$ cat config.mk
export PLATFORM = sky130hd
export DESIGN_NAME = countdown_timer_mmss
export DESIGN_NICKNAME = d
export VERILOG_FILES = /design/src/rtl/countdown_timer_mmss_pkg.sv /design/src/rtl/countdown_timer_mmss_sec_tick_gen.sv /design/src/rtl/countdown_timer_mmss.sv
export SDC_FILE = /design/constraint.sdc
export NUM_CORES = 1
export LEC_CHECK = 0
export ABC_AREA = 1
export CAP_MARGIN = 20
export CORE_MARGIN = 2
export CORE_UTILIZATION = 50
export DETAILED_ROUTE_END_ITERATION = 10
export GPL_ROUTABILITY_DRIVEN = 0
export PLACE_DENSITY = 0.71
export SKIP_CTS_REPAIR_TIMING = 1
export SLEW_MARGIN = 10
export SYNTH_ARGS = -nofsm -noshare
export SYNTH_HDL_FRONTEND = slang
export SYNTH_SLANG_ARGS = --single-unit
$ cat constraint.sdc
create_clock -name clock -period 2.25 [get_ports clock]
set_input_delay 0.675 -clock clock [delete_from_list [all_inputs] [get_ports clock]]
set_output_delay 0.675 -clock clock [all_outputs]
set_load 0.01 [all_outputs]
$ cat src/rtl/countdown_timer_mmss_pkg.sv
// Shared definitions for the MM:SS countdown timer: state encoding,
// time limits and the small arithmetic helpers used by the datapath.
package countdown_timer_mmss_pkg;

  typedef enum logic [1:0] {
    ST_IDLE  = 2'b00,
    ST_RUN   = 2'b01,
    ST_PAUSE = 2'b10,
    ST_DONE  = 2'b11
  } state_e;

  // Largest legal value of either field, and the seconds value after a minute borrow.
  localparam logic [5:0] MAX_MMSS  = 6'd59;
  localparam logic [5:0] SEC_RESET = 6'd59;

  typedef struct packed {
    logic [5:0] min;
    logic [5:0] sec;
  } mmss_t;

  // Out-of-range switch presets collapse to zero rather than being saturated.
  function automatic logic [5:0] clamp_preset(input logic [5:0] v);
    logic [5:0] r;
    if (v <= MAX_MMSS) begin
      r = v;
    end else begin
      r = 6'd0;
    end
    return r;
  endfunction

  function automatic logic is_zero(input mmss_t t);
    return (t.min == 6'd0) && (t.sec == 6'd0);
  endfunction

  // One-second decrement with minute borrow; 00:00 stays at 00:00.
  function automatic mmss_t mmss_dec(input mmss_t t);
    mmss_t r;
    r = t;
    if (t.sec != 6'd0) begin
      r.sec = t.sec - 6'd1;
    end else if (t.min != 6'd0) begin
      r.min = t.min - 6'd1;
      r.sec = SEC_RESET;
    end else begin
      r = t;
    end
    return r;
  endfunction

endpackage

$ cat src/rtl/countdown_timer_mmss_sec_tick_gen.sv
// Prescaler producing a one-cycle tick every TICK_DIV enabled clock cycles.
// The count is held (not cleared) while en is low so a paused timer resumes
// mid-second; clr restarts the second from zero.
module sec_tick_gen #(
  parameter int TICK_DIV = 50_000_000
) (
  input  logic clock,
  input  logic rst_neg,
  input  logic clr,
  input  logic en,
  output logic tick
);

  localparam int CW = (TICK_DIV > 1) ? $clog2(TICK_DIV) : 1;
  localparam logic [CW-1:0] TERM = CW'(TICK_DIV - 1);

  logic [CW-1:0] cnt_q;
  logic [CW-1:0] cnt_d;

  assign tick = en && !clr && (cnt_q == TERM);

  // Next prescaler value: clear wins, otherwise count and wrap while enabled.
  always_comb begin
    cnt_d = cnt_q;
    if (clr) begin
      cnt_d = {CW{1'b0}};
    end else if (en) begin
      if (cnt_q == TERM) begin
        cnt_d = {CW{1'b0}};
      end else begin
        cnt_d = cnt_q + CW'(1);
      end
    end else begin
      cnt_d = cnt_q;
    end
  end

  // Prescaler register with asynchronous clear.
  always_ff @(posedge clock or negedge rst_neg) begin
    if (!rst_neg) begin
      cnt_q <= {CW{1'b0}};
    end else begin
      cnt_q <= cnt_d;
    end
  end

endmodule

$ cat src/rtl/countdown_timer_mmss.sv
// MM:SS countdown timer: loads a preset from switches, counts down once per
// second while running and raises a timed alarm on reaching 00:00.
module countdown_timer_mmss
  import countdown_timer_mmss_pkg::*;
#(
  parameter int TICK_DIV   = 50_000_000,
  parameter int ALARM_SECS = 5
) (
  input  logic       clock,
  input  logic       rst_neg,
  input  logic       load_neg,
  input  logic       start_stop,
  input  logic [5:0] sw_min,
  input  logic [5:0] sw_sec,
  output logic [5:0] min_q,
  output logic [5:0] sec_q,
  output logic       running,
  output logic       done,
  output logic       alarm
);

  localparam int AW = (ALARM_SECS > 0) ? $clog2(ALARM_SECS + 1) : 1;
  localparam logic [AW-1:0] ALARM_INIT = AW'(ALARM_SECS);

  state_e          state_q, state_d;
  logic [5:0]      min_d, sec_d;
  logic [AW-1:0]   alarm_cnt_q, alarm_cnt_d;
  logic            alarm_q, alarm_d;
  logic            running_q, running_d;
  logic            done_q, done_d;
  logic            load_s;
  logic            tick_s;
  logic            pre_clr_s;
  logic            pre_en_s;
  mmss_t           cur_s;
  mmss_t           dec_s;

  assign load_s   = ~load_neg;
  assign cur_s    = {min_q, sec_q};
  assign dec_s    = mmss_dec(cur_s);
  // The second keeps ticking in DONE so the alarm can be timed in seconds.
  assign pre_en_s = (state_q == ST_RUN) || (state_q == ST_DONE);

  assign running = running_q;
  assign done    = done_q;
  assign alarm   = alarm_q;

  sec_tick_gen #(
    .TICK_DIV (TICK_DIV)
  ) u_tick (
    .clock   (clock),
    .rst_neg (rst_neg),
    .clr     (pre_clr_s),
    .en      (pre_en_s),
    .tick    (tick_s)
  );

  // Next-state, time and alarm logic; load has priority over start_stop except in RUN.
  always_comb begin
    state_d     = state_q;
    min_d       = min_q;
    sec_d       = sec_q;
    alarm_cnt_d = alarm_cnt_q;
    alarm_d     = alarm_q;
    pre_clr_s   = 1'b0;
    case (state_q)
      ST_IDLE: begin
        if (load_s) begin
          min_d   = clamp_preset(sw_min);
          sec_d   = clamp_preset(sw_sec);
          state_d = ST_IDLE;
        end else if (start_stop && !is_zero(cur_s)) begin
          state_d   = ST_RUN;
          pre_clr_s = 1'b1;
        end else begin
          state_d = ST_IDLE;
        end
      end
      ST_RUN: begin
        if (tick_s) begin
          min_d = dec_s.min;
          sec_d = dec_s.sec;
        end else begin
          min_d = min_q;
          sec_d = sec_q;
        end
        if (tick_s && is_zero(dec_s)) begin
          state_d     = ST_DONE;
          alarm_d     = 1'b1;
          alarm_cnt_d = ALARM_INIT;
        end else if (start_stop) begin
          state_d = ST_PAUSE;
        end else begin
          state_d = ST_RUN;
        end
      end
      ST_PAUSE: begin
        if (load_s) begin
          min_d   = clamp_preset(sw_min);
          sec_d   = clamp_preset(sw_sec);
          state_d = ST_IDLE;
        end else if (start_stop) begin
          state_d = ST_RUN;
        end else begin
          state_d = ST_PAUSE;
        end
      end
      ST_DONE: begin
        if (load_s) begin
          min_d       = clamp_preset(sw_min);
          sec_d       = clamp_preset(sw_sec);
          state_d     = ST_IDLE;
          alarm_d     = 1'b0;
          alarm_cnt_d = {AW{1'b0}};
        end else if (start_stop) begin
          state_d     = ST_IDLE;
          alarm_d     = 1'b0;
          alarm_cnt_d = {AW{1'b0}};
        end else if (tick_s && (alarm_cnt_q != {AW{1'b0}})) begin
          alarm_cnt_d = alarm_cnt_q - AW'(1);
          alarm_d     = (alarm_cnt_q != AW'(1));
        end else begin
          state_d = ST_DONE;
        end
      end
      default: begin
        state_d     = ST_IDLE;
        alarm_d     = 1'b0;
        alarm_cnt_d = {AW{1'b0}};
      end
    endcase
    running_d = (state_d == ST_RUN);
    done_d    = (state_d == ST_DONE);
  end

  // State, time and status registers; asynchronous reset clears everything silently.
  always_ff @(posedge clock or negedge rst_neg) begin
    if (!rst_neg) begin
      state_q     <= ST_IDLE;
      min_q       <= 6'd0;
      sec_q       <= 6'd0;
      alarm_cnt_q <= {AW{1'b0}};
      alarm_q     <= 1'b0;
      running_q   <= 1'b0;
      done_q      <= 1'b0;
    end else begin
      state_q     <= state_d;
      min_q       <= min_d;
      sec_q       <= sec_d;
      alarm_cnt_q <= alarm_cnt_d;
      alarm_q     <= alarm_d;
      running_q   <= running_d;
      done_q      <= done_d;
    end
  end

endmodule
# Word-level counts from Yosys, hierarchy flattened
# Index checks and enable logic that the tools add are counted.
# Widths: inputs -> output; s select.
# classes
order_cmp	2
muxes	37
addsub	4
reduce_logical	23
eq_ne	11
# ops
operator	n
$mux 26	3
$mux 6	8
$add 26x1->26 const B	1
$eq 26x26->1 const B	1
$logic_not 6->1	4
$pmux 6 s2	2
$mux 2	7
$le 6x6->1 const B	2
$mux 12	1
$mux 3	4
$reduce_bool 6->1	2
$sub 6x1->6 const B	2
$mux 1	9
$pmux 2 s4	1
$logic_and 1x1->1	7
$eq 2x2->1 const B	3
$pmux 3 s2	1
$eq 2x1->1 const B	2
$ne 2x2->1 const B	2
$ne 4x3->1 const B	1
$reduce_bool 2->1	2
$ne 3x1->1 const B	1
$reduce_and 3->1	1
$reduce_bool 3->1	1
8 further kinds	9
# totals
reg_bits	46

# Logic depth before layout (Yosys ltp)
# Gate-level depths: netlist of the first run.
# depth
word_depth	16
ltp_mapped	18

# Modules after synthesis
# A second synthesis of the first run with hierarchy kept.
# unflattened
cells_unflattened	458
hier_area_um2	3205.6
# modules_own_cells
mod	seq_area_each_um2	area_per_inst_um2	cells_per_inst	n_inst
sec_tick_gen	650.6	1655.3	231	1
countdown_timer_mmss	500.5	1550.2	227	1

# Least setup slack after synthesis of the first run
# Ideal clock, no wire load.
# synth_path
path_type	register to register
startpoint	register sec_q[0]
endpoint	register alarm_q (netlist: alarm)
arrival_ns	1.889
setup_slack_ns	0.240
stages_incl_launch_ff	18
setup_time_ns	0.121
t_required_ns	2.129
cell_sequence	dfrtp_1 inv_1 ha_1 inv_1 nor2_4 nand3_2 nand2_1 inv_1 nor2_1 nand2_1 inv_1 nand2_1 nor2_1 nand2_2 nand2_2 nand2_4 nand2_1 o21ai_2
# synth_between
elab_chain_cells	13
elab_cells_between_ends	23
classes_between	1 x add/sub; 2 x eq/ne; 6 x mux; 14 x reduce/logical
# synth_rtl
item	line_no	source
from (decl)	countdown_timer_mmss.sv:16	output logic [5:0] sec_q,
from (signal assigned)	countdown_timer_mmss.sv:141	sec_q <= 6'd0;
from (signal assigned)	countdown_timer_mmss.sv:149	sec_q <= sec_d;
$logic_not 6->1	countdown_timer_mmss_pkg.sv:33	return (t.min == 6'd0) && (t.sec == 6'd0);
$logic_and 1x1->1	countdown_timer_mmss_pkg.sv:33	
$logic_not 1->1	countdown_timer_mmss.sv:72	end else if (start_stop && !is_zero(cur_s)) begin
$logic_and 1x1->1	countdown_timer_mmss.sv:72	
$mux 1	countdown_timer_mmss.sv:72	
$mux 1	countdown_timer_mmss.sv:68	if (load_s) begin
$mux 1	countdown_timer_mmss.sv:66	case (state_q)
$logic_not 1->1	countdown_timer_mmss_sec_tick_gen.sv:20	assign tick = en && !clr && (cnt_q == TERM);
$logic_and 1x1->1 (2 in series)	countdown_timer_mmss_sec_tick_gen.sv:20	
$logic_and 1x1->1, on equally long branches	countdown_timer_mmss.sv:119, countdown_timer_mmss.sv:87	
$ne 4x3->1 (no source line) or $ne 2x1->1 (tied branches)	n/a	
$reduce_and 3->1 (no source line) (*)	n/a	
to (signal assigned)	countdown_timer_mmss.sv:151	alarm_q <= alarm_d;
to (decl)	countdown_timer_mmss.sv:28	logic alarm_q, alarm_d;
# Every way passes the cells marked *; elsewhere a longest branch is shown, timed or not.
# A chain may end at the register's enable or synchronous reset.

# Final worst setup path of the first run
# layout_path
startpoint	register u_tick.cnt_q[0]
endpoint	register alarm_cnt_q[1]
# layout_between
elab_chain_cells	5
elab_cells_between_ends	7
classes_between	3 x eq/ne; 4 x reduce/logical
# layout_rtl
item	line_no	source
from (decl)	countdown_timer_mmss_sec_tick_gen.sv:17	logic [CW-1:0] cnt_q;
from (signal assigned)	countdown_timer_mmss_sec_tick_gen.sv:41	cnt_q <= {CW{1'b0}};
from (signal assigned)	countdown_timer_mmss_sec_tick_gen.sv:43	cnt_q <= cnt_d;
$eq 26x26->1 (*)	countdown_timer_mmss_sec_tick_gen.sv:20	
$logic_and 1x1->1 (*)	countdown_timer_mmss_sec_tick_gen.sv:20	
$logic_and 1x1->1, on equally long branches	countdown_timer_mmss.sv:119, countdown_timer_mmss.sv:87	
$ne 4x3->1 (no source line) or $ne 2x1->1 (tied branches)	n/a	
$reduce_and 3->1 (no source line) (*)	n/a	
to (signal assigned)	countdown_timer_mmss.sv:142	alarm_cnt_q <= {AW{1'b0}};
to (signal assigned)	countdown_timer_mmss.sv:150	alarm_cnt_q <= alarm_cnt_d;
to (decl)	countdown_timer_mmss.sv:27	logic [AW-1:0] alarm_cnt_q, alarm_cnt_d;
# Marks and branches as above.

==> results of run 1 <==
## layer usage
layer | track usage | vias to the layer above | wire length, µm
met2 | 0.382 | 62 | 3700
met5 | 0 | - | 0
met1 | 0.324 | 1456 | 3820
li1 | - | 1584 | -
met3 | 0.0366 | 11 | 253
met4 | 0.0645 | 0 | 114
## logic make-up (layout without fill, tap and decap cells)
kind of cell / count (synthesis) / in the layout / synth area share
xor gates and xnor gates: 11 / 11 / 0.0302
AOI/OAI and AO/OA: 65 / 65 / 0.126
and+or+nand+nor: 252 / 252 / 0.373
DFF: 46 / 46 / 0.361
adders and majority gates: 6 / 6 / 0.0235
buffers and inverters: 71 / 126 / 0.0867
## final timing paths
check	from	slack (ps)	end
worst min-delay path	rst_neg	320	sec_q[5]
min in group clock	alarm	490	alarm
worst min register to register	alarm	490	alarm
max in group asynchronous	rst_neg	1670	u_tick.cnt_q[13]
worst max register to register	u_tick.cnt_q[0]	190	alarm_cnt_q[1]
worst max-delay path	u_tick.cnt_q[0]	190	alarm_cnt_q[1]
## power by group through the flow
stage / logic (µW) / registers (µW) / clock network [µW]
floorplan: 1160 / 1310 / 0
global placement: 1870 / 1290 / 0
detailed placement: 1910 / 1300 / 0
CTS: 1930 / 1280 / 654
global route: 2240 / 1330 / 678
finish: 2000 / 1290 / 640
## cell type report
class	count	area, µm²
fill	577	2350
multi-input combinational	334	1790
sequential	46	1150
timing repair buffer	55	495
inverter	63	236
tap	77	96.3
clock buffer	5	68.8
clock inverter	3	43.8
## worst max-delay path: stages (launching register included)
cell	delay [ps]
sky130_fd_sc_hd__dfrtp_1	410
sky130_fd_sc_hd__ha_1	200
sky130_fd_sc_hd__nand2_2	90
sky130_fd_sc_hd__nor2_4	140
sky130_fd_sc_hd__nand2_2	90
sky130_fd_sc_hd__nor2_4	130
sky130_fd_sc_hd__nand3_4	160
sky130_fd_sc_hd__nor2_2	120
sky130_fd_sc_hd__nand2_1	70
sky130_fd_sc_hd__nor2_2	130
sky130_fd_sc_hd__nand2_2	90
sky130_fd_sc_hd__nand2_2	90
sky130_fd_sc_hd__nand2_4	80
sky130_fd_sc_hd__nand2_1	100
sky130_fd_sc_hd__o21ai_2	50
## registers in the layout, indices dropped and copies added (netlist names)
signal        count
done              1
u_tick.cnt_q     26
alarm_cnt_q       3
state_q           2
running           1
alarm             1
min_q             6
sec_q             6
## through the flow
step	total power, µW	util
after CTS	3860	0.615
after global placement	3170	0.597
final	3930	0.623
after global routing	4250	0.623
after floorplan	2470	-
after detailed placement	3210	0.597
## cell usage in the layout (no fill, tap or decap), drive strengths merged
cell           netlist  final
bufinv               0      1
dfrtp               46     46
o41ai                2      2
o21a                 1      1
xnor2                2      2
nor3b                1      1
xor2                 9      9
nor3                17     17
inv                 62     63
clkbuf               2      5
nand4               13     13
o32ai                1      1
a31oi               10     10
o21ai               27     27
a21oi               16     16
buf                  6     26
or2                  1      1
o22a                 1      1
nor2b                1      1
o22ai                4      4
nand2              109    109
clkinv               1      2
nand3               43     43
clkdlybuf4s50        0     29
a41oi                1      1
o31ai                1      1
ha                   6      6
a31o                 1      1
nor2                67     67
==> results.md, run 1 <==
Power and ir drop:
- The share of power burned in the clock network is 0.163.
- The total power density per cell area is 1010 nW/µm².
- Cell internal power was estimated by the tool at 2230 µW.
- The fraction of power consumed by sequential logic is 0.327.
- The power spent charging and discharging nets is 1700 µW.
- Of the total power, the share spent switching nets is 0.432.
- The maximum vdd drop is 0.000658 V.
- The static leakage is 0.00177 µW.
- The share of total power dissipated in combinational logic is 0.510.

Final layout:
- The layout overhead on the synthesized area is 21.9%.
- The number of antenna diodes in the final layout is 0.
- The net total in the final layout is 527.
- The count of cells in the finished layout, fillers not included, comes to 583.
- After routing the design area is 3890 µm².
- The layout cell share with drive strength beyond 1 is 0.144.

Setup path:
- The kind of start point of the critical path is a flop.
- The required time reported for the critical path endpoint is 2460 ps.
- The largest fanout of any net on the critical path is 9.
- The critical path is of the flop to flop type.
- Measured in cells, the most critical reg-to-reg path has a length of 14.
- At the worst endpoint, the arrival time is 2270 ps.
- The endpoint class of the critical path is a flop.

Synthesis:
- The cell accounting for the most synthesized area is sky130_fd_sc_hd__dfrtp_1.
- Counting flops with an async set or reset pin after synthesis yields a share of 1.00.
- Synthesis produced a netlist with a net count of 473.
- Of the synthesized area, sequential elements account for 0.361.
- The synthesized cell area is 3190 µm².
- The leading cell type by number of instances after synthesis is sky130_fd_sc_hd__nand2_1.
- Among all flip-flop cells after synthesis, the most frequent one is sky130_fd_sc_hd__dfrtp_1.
- Ranked by total cell area, the synthesized netlist is headed by sky130_fd_sc_hd__dfrtp_1 36%, sky130_fd_sc_hd__nand2_1 12%, sky130_fd_sc_hd__inv_1 7.2%.
- The commonest cells after synthesis are 98 x sky130_fd_sc_hd__nand2_1, 61 x sky130_fd_sc_hd__inv_1, 56 x sky130_fd_sc_hd__nor2_1.
- The distinct cell type count after synthesis is 41.
- A synthesized cell averages 7.07 µm².
- Synthesis inferred 46 register bits.
- The share of Yosys cell area claimed by the top area cell type is 0.361.
- The synthesized netlist cell count is 451.
- In this run, synthesis inferred 0 flip-flops with an integrated enable.
- The count of synthesis-stage warnings from yosys is 0.

Worst hold path:
- The worst min-delay path category is input port to asynchronous set/reset pin.

Placement:
- The instance area after placement is 3730 µm².
- The HPWL after detailed placement is 5930 µm.
- The post-placement cell count is 573.
- OpenSTA, run right after detailed placement, puts the worst setup slack at -87.1 ps.
- The number of input and output port buffers inserted is 30.

Clock tree:
- The clock insertion delay at the later pin of the skew report is 310 ps.
- The clock-pin slew reported for the worst setup and hold paths after clock tree synthesis is 100 ps.
- The sink count of the clock tree is 46.
- The cell sitting at the root of the clock tree is a sky130_fd_sc_hd__clkbuf_8.
- Buffers inserted during clock tree synthesis total 5.
- The buffer levels on the longest clock path is 2.
- TritonCTS built the clock tree.
- The maximum level of the CTS H-tree is 2.

Floorplan:
- The effective utilization at floorplan is 0.511.
- The die is 83.9 µm tall.
- The I/O pin total is 31.
- From left edge to right edge, the die measures 83.9 µm.
- The total area inside the core boundary comes to 6240 µm².
- The number of rows in the core area is 29.
- The die covers 7030 µm².

Global routing:
- The pin count of the biggest net entering global routing is 47.
- The remaining global-route overflow is 0.
- The first global-routing pass estimated 13600 µm of wire.
- For this run, the total global-route usage over all layers was measured as 0.234.
- The number of antenna violations at the first check in global routing is 0.
- The via count of the first global-routing pass is 2969.

Route:
- After detailed routing, the number of remaining DRC violations is 0.
- The via count is 3113.
- Once detail routing completed, the nets flagged for antenna violations numbered 0.
- The final routed wire length divided by cell count is 13.5 µm.
- The iteration count of the initial detailed-routing pass is 4.
- After detailed routing, the total wire length is 7890 µm.
- The number of DRC violations after detailed-routing iteration 0 is 166.
- The via-per-instance ratio is 5.34.

Timing:
- The max-slew violation total from the final report is 0.
- The worst path in the final design needs a cycle of 2060 ps, including I/O delays and setup.
- The final clock skew is 9.00 ps.
- The maximum clock frequency is 0.486 GHz.
- The measured slew at the worst slew-check pin is 404 ps.
- In the post-route analysis, the smallest setup slack over all paths is 193 ps.
- On the final layout, the worst hold slack is 323 ps.
- The total negative slack for setup checks is 0 ps.
- Setup violations remaining at the end of the flow were counted as 0.
- Headroom to the max-slew limit came out at 0.728.
- The final-report hold violation count is 0.
- The share of the clock period used by the worst path after layout is 0.914.

Status:
- The flow ran to the end, and the final reports show no timing, DRC or antenna violations.

Run:
- Max-cap violations in this run came to 0.
No activity file was read; power rests on OpenSTA's default activity.
==> run 2: changes to the inputs <==
--- a/config.mk
+++ b/config.mk
@@ -16,4 +16,5 @@
 export SLEW_MARGIN = 10
 export SYNTH_ARGS = -nofsm -noshare
 export SYNTH_HDL_FRONTEND = slang
+export SYNTH_HIERARCHICAL = 1
 export SYNTH_SLANG_ARGS = --single-unit
==> run 2 against run 1 <==
Effect of this change:
- largest cell class unchanged
- area after synthesis grew 0.51%
- die area grew 0.49%
- clock skew shrank 1.6 ps
- cell count grew 2.6%
- sequential cell count is the same
- sequential share of layout area shrank 0.65 points
- clock power shrank 17%
- critical path depth grew 5
- design area grew 2.3%
- critical path type unchanged
- non-clock buffer count grew 8
- global-route usage is essentially flat
==> results.md, run 2 <==
Setup path:
- The setup slack on the worst flop-to-flop path is 20 ps (-170 ps).
- The worst reg2reg path depth came to 19 (+5).
- In this run the worst setup path begins at sec_q[1].
- The capturing point of the worst reg2reg path is alarm.
- The capture point of the critical path is alarm.
- The arrival time at the worst endpoint is 2420 ps (+150 ps).
- In this run the critical register-to-register path is launched from sec_q[1].
- The kind of start point of the critical path is a flop.
- Traced cell by cell, the critical path runs through inv_2 > ha_4 > inv_2 > nor2_4 > nand3_4 > nor2_4 > nor4_4 > nor2_2 > inv_2 > nor2_4 > inv_2 > nor2_1 > nand3_1 > nor2_2 > nand3_2 > nand2_2 > nand2_4 > nand2_2 > o21ai_2.
- The classification of the worst setup path is flop to flop.
- The slowest stage of the critical path belongs to the cell sky130_fd_sc_hd__dfrtp_1.
- The largest stage delay on the critical path is 410 ps (about the same).
- The largest fanout of any net on the critical path is 7 (-2).
- The dominant cell type by count on the critical path is sky130_fd_sc_hd__inv_2.
- The worst setup path is captured at a flop.
- The required time reported for the critical path endpoint was 2440 ps (-20 ps).

Timing:
- The maximum clock frequency is 0.448 GHz (-7.8%).
- The final-report hold violation count came to 0 (unchanged).
- Setup repair after global routing could not meet its margin everywhere.
- The measured slew at the worst slew-check pin is 609 ps (+205 ps).
- The worst relative slew slack came to 0.594 (-0.134).
- The max-slew violation total from the final report came to 0 (unchanged).
- The setup violation total in the final timing report is 0 (unchanged).
- The final worst setup slack is 18.3 ps (-174 ps).
- The share of the clock period used by the worst path after layout is 0.992 (+0.0775).
- The final clock skew is 7.40 ps (-1.59 ps).
- The final critical path time including I/O delays and setup is 2230 ps (+174 ps).

Route:
- The total routed wirelength is 7730 µm (-2.1%).
- The final routed wire length divided by cell count came to 12.9 µm (-4.5%).
- The iteration count of the initial detailed-routing pass is 4 (unchanged).
- The number of DRC violations after detailed-routing iteration 0 is 142 (-14%).
- The post-route antenna net violation count is 0 (unchanged).
- The final routed DRC violation total is 0 (unchanged).
- The via count is 3084 (-0.93%).
- The via-per-instance ratio is 5.16 (-3.4%).

Clock tree:
- The clock insertion delay at the later pin of the skew report came to 300 ps (about the same).
- The clock-pin slew reported for the worst setup and hold paths after clock tree synthesis is 90 ps (about the same).
- The sink count of the clock tree is 46 (unchanged).
- The buffer levels on the longest clock path came to 2 (unchanged).
- The number of buffers added by the clock tree synthesis step is 5 (unchanged).
- The TritonCTS clock tree is built.
- The maximum level of the CTS H-tree came to 2 (unchanged).
- Clock tree synthesis selected as its root buffer the cell sky130_fd_sc_hd__clkbuf_8.

Power and ir drop:
- The combinational power share came to 0.527 (+0.017).
- The fraction of power spent switching nets is 0.423 (-0.00961).
- The total power after layout is 3630 µW (-7.5%).
- The power spent charging and discharging nets is 1530 µW (-9.6%).
- The share of power burned in the clock network is 0.147 (-0.016).
- The static leakage is 0.00183 µW (+3.3%).
- The maximum vdd drop is 0.000741 V (+13%).
- The total power density per cell area came to 914 nW/µm² (-9.6%).
- The design internal power was 2100 µW (-6.0%).
- The fraction of power consumed by sequential logic is 0.326 (about the same).

Status:
- The run finished with clean final reports.

Placement:
- The instance area after placement is 3830 µm² (+2.8%).
- The post-place setup slack is -293 ps (-206 ps).
- The post-placement cell count is 587 (+2.4%).
- The detailed placer's ending HPWL is 5730 µm (-3.4%).
- The number of input and output port buffers inserted is 30 (unchanged).

Synthesis:
- The share of flip-flops with an asynchronous set or reset after synthesis came to 1.00 (unchanged).
- The share of the yosys chip area belonging to registers is 0.359 (-0.00183).
- The synthesized cell area came to 3210 µm² (+0.51%).
- The commonest cells after synthesis are 119 x sky130_fd_sc_hd__nand2_1, 61 x sky130_fd_sc_hd__inv_1, 54 x sky130_fd_sc_hd__nor2_1.
- The count of synthesis-stage warnings from yosys is 6 (+6).
- The dominant synthesized flop cell is sky130_fd_sc_hd__dfrtp_1.
- The average cell area after synthesis is 7.00 µm² (-1.0%).
- The share of Yosys cell area claimed by the top area cell type is 0.359 (-0.00183).
- The largest total area in the synthesized netlist belongs to sky130_fd_sc_hd__dfrtp_1.
- The net count after synthesis is 480 (+1.5%).
- The distinct cell type count after synthesis came to 32 (-22%).
- The number of enable flip-flop cells after synthesis was 0 (unchanged).
- The leading cell type by number of instances after synthesis is sky130_fd_sc_hd__nand2_1.
- The number of synthesized register bits was 46 (unchanged).
- The synthesized netlist cell count was 458 (+1.6%).
- Ranked by total cell area, the synthesized netlist is headed by sky130_fd_sc_hd__dfrtp_1 36%, sky130_fd_sc_hd__nand2_1 14%, sky130_fd_sc_hd__inv_1 7.1%.

Final layout:
- The fraction of the core area covered by cells at the end of the flow is 0.633 (+0.0104).
- The number of cells in the finished layout apart from fillers came to 598 (+2.6%).
- The top cell types in the final layout, fill and taps aside, are 115 x sky130_fd_sc_hd__nand2_1, 56 x sky130_fd_sc_hd__inv_1, 51 x sky130_fd_sc_hd__nor2_1.
- The number of flip-flops in the largest register was 26 (unchanged).
- The layout cell share with drive strength beyond 1 is 0.188 (+0.0438).
- The layout overhead on the synthesized area is 24.0%.
- The largest registers in the layout are u_tick/cnt_q x26, min_q x6, sec_q x6.
- The net total in the final layout is 542 (+2.8%).
- The final-layout fill cell count came to 559 (-3.1%).
- The register with the most flip-flops in the final layout is u_tick/cnt_q.
- The summed area of non-filler cells in the final layout is 3970 µm² (+2.3%).
- The most common library cell in the layout ignoring fill and taps is sky130_fd_sc_hd__nand2_1.
- The final antenna diode count was 0 (unchanged).

Global routing:
- The all-layer global routing usage is 0.234 (about the same).
- The number of antenna violations at the first check in global routing is 0 (unchanged).
- The via count of the first global-routing pass is 3094 (+4.2%).
- The global-route wire length before repair is 13600 µm (about the same).
- The pin count of the biggest net entering global routing came to 47 (unchanged).
- The remaining global-route overflow came to 0 (unchanged).

Floorplan:
- The width of the chip is 84.1 µm (+0.24%).
- The area of the die was 7070 µm² (+0.49%).
- The effective utilization at floorplan came to 0.511 (about the same).
- The height of the die is 84.1 µm (+0.24%).
- The core region area is 6280 µm² (+0.58%).
- The number of rows in the core area is 29 (unchanged).
- The I/O pin total is 31 (unchanged).

Worst hold path:
- The worst hold path belongs to the class input port to asynchronous set/reset pin.

Run:
- The total of max-cap violations is 0 (unchanged).
-- run 2: changes by cell type after synthesis, moves of 5 or more --
cell,delta
sky130_fd_sc_hd__o211ai_1,+5
sky130_fd_sc_hd__o21ai_1,+9
sky130_fd_sc_hd__nand3_1,-9
sky130_fd_sc_hd__nand2_1,+21
sky130_fd_sc_hd__nor3_1,-14
-- run 2: kinds of logic after synthesis --
| family | synth area share |
|---|---|
| buf+inv | 0.0929 |
| xor+xnor | 0.0355 |
| flops | 0.359 |
| fa+ha+maj | 0.0234 |
| compound gates | 0.117 |
| simple gates | 0.372 |
-- run 2: worst min-delay path by stage --
stage	start	end	slack [ps]	depth (start not counted)
floorplan	rst_neg	alarm	380	0
global placement	alarm_cnt_q[1]	alarm_cnt_q[1]	470	2
detailed placement	alarm_cnt_q[1]	alarm_cnt_q[1]	470	2
CTS	rst_neg	sec_q[0]	490	2
global route	alarm_cnt_q[1]	alarm_cnt_q[1]	510	2
finish	rst_neg	sec_q[0]	450	2
-- run 2: per-layer routing --
layer / share of wire / global-route usage / vias up
met2: 0.50 / 0.407 / 51
met3: 0.036 / 0.0396 / 11
li1: - / - / 1594
met4: 0.015 / 0.0660 / 0
met1: 0.45 / 0.298 / 1428
met5: 0 / 0 / -
-- run 2: critical path: cells and delay by family, from the launching register on --
family	cells	cell delay (ps)
AOI/OAI and AO/OA	1	50
adders and majority gates	1	140
buffers and inverters	4	240
DFF	1	410
and+or+nand+nor	13	1250
-- run 2: final cells by class --
type / instances / area (µm²) / area share
clock inverter: 1 / 5.00 / 0.00126
clock buffer: 7 / 86.3 / 0.0217
multi-input combinational: 338 / 1830 / 0.460
timing repair buffer: 63 / 559 / 0.141
tap: 77 / 96.3 / 0.0242
inverter: 66 / 248 / 0.0623
sequential: 46 / 1150 / 0.290
-- run 2: power groups by stage --
stage | clock, µW | sequential [µW] | combinational, µW
detailed placement | 0 | 1200 | 1840
global placement | 0 | 1190 | 1820
floorplan | 0 | 1250 | 1020
CTS | 557 | 1180 | 1850
finish | 534 | 1180 | 1910
global route | 582 | 1220 | 2120
-- run 2: stage by stage --
stage / setup TNS, ps / hold WS, ps
detailed placement: -2790 / 470
finish: 0 / 453
floorplan: -223 / 379
CTS: -390 / 487
global route: -1010 / 510
global placement: -1560 / 475
